<file path="config.mk">
export PLATFORM = sky130hd
export DESIGN_NAME = mem_access
export DESIGN_NICKNAME = d
export VERILOG_FILES = /design/src/rtl/mem_access.sv
export SDC_FILE = /design/constraint.sdc
export NUM_CORES = 1
export LEC_CHECK = 0
export CORE_MARGIN = 2
export CORE_UTILIZATION = 47
export CTS_CLUSTER_DIAMETER = 60
export CTS_CLUSTER_SIZE = 10
export DETAILED_ROUTE_END_ITERATION = 7
export HOLD_SLACK_MARGIN = 0.08
export PLACE_DENSITY = 0.86
export SETUP_SLACK_MARGIN = 0.2
export SLEW_MARGIN = 20
export SYNTH_ARGS = -nofsm -noshare
export SYNTH_HDL_FRONTEND = slang
export SYNTH_SLANG_ARGS = --single-unit
</file>
<file path="constraint.sdc">
create_clock -name clk -period 3.79 [get_ports clk]
set_input_delay 0.758 -clock clk [delete_from_list [all_inputs] [get_ports clk]]
set_output_delay 0.758 -clock clk [all_outputs]
set_load 0.02 [all_outputs]
</file>
<file path="src/rtl/mem_access.sv">
// rtl/mem_access.sv - LC-3 memory-access pipeline stage with data-memory sequencing FSM
module mem_access (
    input  logic        clk,
    input  logic        rst,
    input  logic        enable_mem,
    input  logic        mem_control_in,
    input  logic [1:0]  w_control_in,
    input  logic [15:0] ir_exec,
    input  logic [15:0] pcout,
    input  logic [15:0] aluout,
    input  logic [15:0] m_data,
    input  logic [2:0]  dr_in,
    input  logic [15:0] dmem_dout,
    output logic [15:0] dmem_addr,
    output logic [15:0] dmem_din,
    output logic        dmem_rd,
    output logic        dmem_wr,
    output logic        stall,
    output logic        wb_valid,
    output logic [15:0] wb_data,
    output logic [2:0]  wb_dr,
    output logic [1:0]  wb_w_control
);

    typedef enum logic [2:0] {IDLE, IRD, ICAP, RD, RCAP, WR} state_t;

    state_t      state_q, state_d;
    logic [15:0] addr_d, din_d, wb_data_d, m_data_q, m_data_d;
    logic        rd_d, wr_d, wb_valid_d, sti_q, sti_d;
    logic [2:0]  wb_dr_d, dr_q, dr_d;
    logic [1:0]  wb_wc_d, wc_q, wc_d;

    logic [3:0] opcode;
    logic       op_ld, op_ldr, op_ldi, op_st, op_str, op_sti;
    logic       is_mem, is_indirect, is_store;
    logic       unused_ir;

    assign opcode      = ir_exec[15:12];
    assign unused_ir   = &{1'b0, ir_exec[11:0]};
    assign op_ld       = (opcode == 4'b0010);
    assign op_ldr      = (opcode == 4'b0110);
    assign op_ldi      = (opcode == 4'b1010);
    assign op_st       = (opcode == 4'b0011);
    assign op_str      = (opcode == 4'b0111);
    assign op_sti      = (opcode == 4'b1011);
    assign is_mem      = mem_control_in & (op_ld | op_ldr | op_ldi | op_st | op_str | op_sti);
    assign is_indirect = op_ldi | op_sti;
    assign is_store    = op_st | op_str | op_sti;

    assign stall = (state_q != IDLE);

    always_comb begin
        state_d    = state_q;
        addr_d     = dmem_addr;
        din_d      = dmem_din;
        rd_d       = dmem_rd;
        wr_d       = dmem_wr;
        wb_valid_d = 1'b0;
        wb_data_d  = wb_data;
        wb_dr_d    = wb_dr;
        wb_wc_d    = wb_w_control;
        m_data_d   = m_data_q;
        dr_d       = dr_q;
        wc_d       = wc_q;
        sti_d      = sti_q;
        case (state_q)
            IDLE: begin
                if (enable_mem) begin
                    m_data_d = m_data;
                    dr_d     = dr_in;
                    wc_d     = w_control_in;
                    if (!is_mem) begin
                        wb_valid_d = 1'b1;
                        wb_dr_d    = dr_in;
                        wb_wc_d    = w_control_in;
                        case (w_control_in)
                            2'b00:   wb_data_d = aluout;
                            2'b10:   wb_data_d = pcout;
                            default: wb_data_d = 16'h0000;
                        endcase
                    end else begin
                        addr_d = pcout;
                        if (is_store && !is_indirect) begin
                            din_d   = m_data;
                            wr_d    = 1'b1;
                            state_d = WR;
                        end else begin
                            // STI starts like LDI: fetch the pointer first
                            rd_d    = 1'b1;
                            sti_d   = op_sti;
                            state_d = is_indirect ? IRD : RD;
                        end
                    end
                end
            end
            IRD: begin
                rd_d    = 1'b0;
                state_d = ICAP;
            end
            ICAP: begin
                addr_d = dmem_dout;
                if (sti_q) begin
                    din_d   = m_data_q;
                    wr_d    = 1'b1;
                    state_d = WR;
                end else begin
                    rd_d    = 1'b1;
                    state_d = RD;
                end
            end
            RD: begin
                rd_d    = 1'b0;
                state_d = RCAP;
            end
            RCAP: begin
                wb_valid_d = 1'b1;
                wb_data_d  = dmem_dout;
                wb_dr_d    = dr_q;
                wb_wc_d    = wc_q;
                state_d    = IDLE;
            end
            WR: begin
                wr_d    = 1'b0;
                state_d = IDLE;
            end
            default: state_d = IDLE;
        endcase
    end

    always_ff @(posedge clk) begin
        if (rst) begin
            state_q      <= IDLE;
            dmem_addr    <= 16'h0000;
            dmem_din     <= 16'h0000;
            dmem_rd      <= 1'b0;
            dmem_wr      <= 1'b0;
            wb_valid     <= 1'b0;
            wb_data      <= 16'h0000;
            wb_dr        <= 3'd0;
            wb_w_control <= 2'b00;
            m_data_q     <= 16'h0000;
            dr_q         <= 3'd0;
            wc_q         <= 2'b00;
            sti_q        <= 1'b0;
        end else begin
            state_q      <= state_d;
            dmem_addr    <= addr_d;
            dmem_din     <= din_d;
            dmem_rd      <= rd_d;
            dmem_wr      <= wr_d;
            wb_valid     <= wb_valid_d;
            wb_data      <= wb_data_d;
            wb_dr        <= wb_dr_d;
            wb_w_control <= wb_wc_d;
            m_data_q     <= m_data_d;
            dr_q         <= dr_d;
            wc_q         <= wc_d;
            sti_q        <= sti_d;
        end
    end

endmodule
</file>
==> metrics <==
most common cell after layout, fill and taps aside=clkdlybuf4s50_1; final setup TNS=0 ps; FFs w/ async S/R, synth=0%; Avg WL per Cell=around 16 µm; I/O pin total=146; Buffers on Ports=roughly 130; switching power=0.5702 mW; Clock Latency Late Sink=350 ps; final setup fails=0; area delta synth->final=45.78%; first-pass GRT wire length=16640 µm; via count=about 3400; status=finished clean; combinational power share=about a fifth; Tightest Pin Transition=553.8 ps; internal power=1.645 mW; CTS tree=yes; largest net degree at the start of global routing=42; Post-synth EDFFs=0; met2 WL post-DR=5018 µm; WL met3=633 µm; Final Skew=8.734 ps; top layer in use=met4; die height=91.52 µm; syn_area_per_cell=slightly below 9 µm²; RSZ-0062 raised after global routing=false; Routed Antenna Nets=0; Post-DP Area=4991 µm²; Detailed Route Iter0 Violations=between 150 and 200; ANT cells=0; Seq/Total Area, Yosys=45.05%; Row Count=31; Yosys reg bits=81; Max Slew Vio Count=0; Worst Hold Class=reg -> reg; drt via density=about 5.4; Clock Path Buffers=2; proportion of layout cells with a drive suffix above 1=7.970%; slew margin rel.=between 60% and 70%; Setup CP Type=in -> reg; GPL Wtd Cong=0.8472; H-tree depth=3; Fmax=between 300 and 400 MHz; commonest non-fill, non-tap cells in the layout=clkdlybuf4s50_1 (132), dfxtp_1 (81), nand2_1 (60); cell area after synthesis=3600 µm²; Synth cell types=40; CTS Hold Bufs=0; Worst Path Required=4050 ps; Starting Density=about half; cell area power density=422.2 nW/µm²; drt pass-1 iters=5; Min Hold Slack=around 460 ps; Ys Warns=0; switch share=between 20% and 30%; post_cts resized=0; Reg clk slew, reported paths=80 ps; power share of the sequential group=42.7%; fin area=5248 µm²; maxcap violations=0; die area=8375 µm²; period utilization=a little under three quarters; CP max FO=16; Startpoint Class=primary input; # clock sinks=81; initial antenna violation count=0; Core Util, Final=71.58%; Non-Filler Instances=626; Root Driver=clkbuf_8; Placed Cells=611; dominant synthesized flop cell=dfxtp_1; Core ar.=7331 µm²; nature of the critical path endpoint=flip-flop; leakage=roughly 1.9 nW; CTS buffer count=9; Post-DP HPWL=7095 µm; gr usage total=24.84%; drc violations=0; Mapped Cells=approximately 400; Mapped Nets=approximately 490; min Tclk post-route=2711 ps; gr ovfl total=0; # Post-CTS Setup Buffers=0; vias in the first global route=around 3400; Peak VDD IR=0.2352 mV; wl on met1=4433 µm; Clock power frac=36.3%; WL final=approximately 10000 µm; nets=roughly 600; Chip Width=91.52 µm; worst path arrival time=2980 ps; final hold vios=0
## sequential cells by signal (all words and copies together) (netlist names)
signal and flops:
wb_w_control 2, m_data_q 16, wb_dr 3, wc_q 2, state_q 3, wb_valid 1
wb_data 16, dmem_rd 1, sti_q 1, dmem_din 16, dmem_wr 1, dr_q 3
dmem_addr 16
## synthesized netlist by cell type (4+ instances only)
library cell | instances | share of area (%)
or3_1 | 4 | 0.70
a21oi_1 | 24 | 3.3
buf_2 | 4 | 0.56
o221ai_1 | 6 | 1.5
nor2_1 | 46 | 4.8
nor4_1 | 6 | 1.0
a211oi_1 | 33 | 6.9
dfxtp_1 | 81 | 45
o221ai_2 | 10 | 4.2
nor3_1 | 5 | 0.70
nand2_1 | 60 | 6.3
clkbuf_1 | 24 | 2.5
inv_1 | 18 | 1.9
mux2i_1 | 48 | 13
## cell families (layout without fill, tap and decap cells)
logic type,count (synthesis),after routing,share of synthesized area [%]
buffers and inverters,52,176,6.083
DFF,81,81,45.05
and+or+nand+nor,136,136,16.65
AOI/OAI and AO/OA,85,85,18.56
muxes,49,49,13.66
## power groups by stage
stage / combinational (mW) / clock, mW / sequential [mW]
after floorplan: 0.201 / 0 / 1.01
after global placement: 0.454 / 0 / 0.961
after detailed placement: 0.466 / 0 / 0.965
after CTS: 0.468 / 0.816 / 0.945
after global routing: 0.503 / 0.854 / 0.952
final: 0.466 / 0.805 / 0.945
## area by class of cell
cell class / count / area [µm²]
inverters: 18 / 67.56
clock inverters: 5 / 128.9
flip-flops and latches: 81 / 1622
fillers: 558 / 2083
clock buffers: 10 / 127.6
multi-input cells: 270 / 1777
well taps: 99 / 123.9
repair buffers: 143 / 1401
## critical path, cell delays in order
cell             delay, ps
clkdlybuf4s50_1        540
or4b_1                 530
a31o_4                 270
or4_4                  650
o221ai_1               220
## routing by layer
layer  vias up  GRT usage, %
li1       1665             -
met1      1611         30.50
met2       109         43.20
met3         9         4.564
met4         0         8.965
met5         -             0
## final timing paths
kind / startpoint / endpoint / slack (ps) / cells past startpoint
max: enable_mem / wb_data[4] / 1080 / 5
min: m_data_q[0] / m_data_q[0] / 460 / 2
max reg2reg: state_q[0] / wb_data[4] / 1460 / 4
min reg2reg: m_data_q[0] / m_data_q[0] / 460 / 2
## through the flow
stage               total power [mW]  worst slack, ps
floorplan                      1.207             1287
global placement               1.415            805.1
detailed placement             1.431            740.7
CTS                            2.229             1094
global route                   2.308             1022
finish                         2.215             1079
No activity file was read; power rests on OpenSTA's default activity.
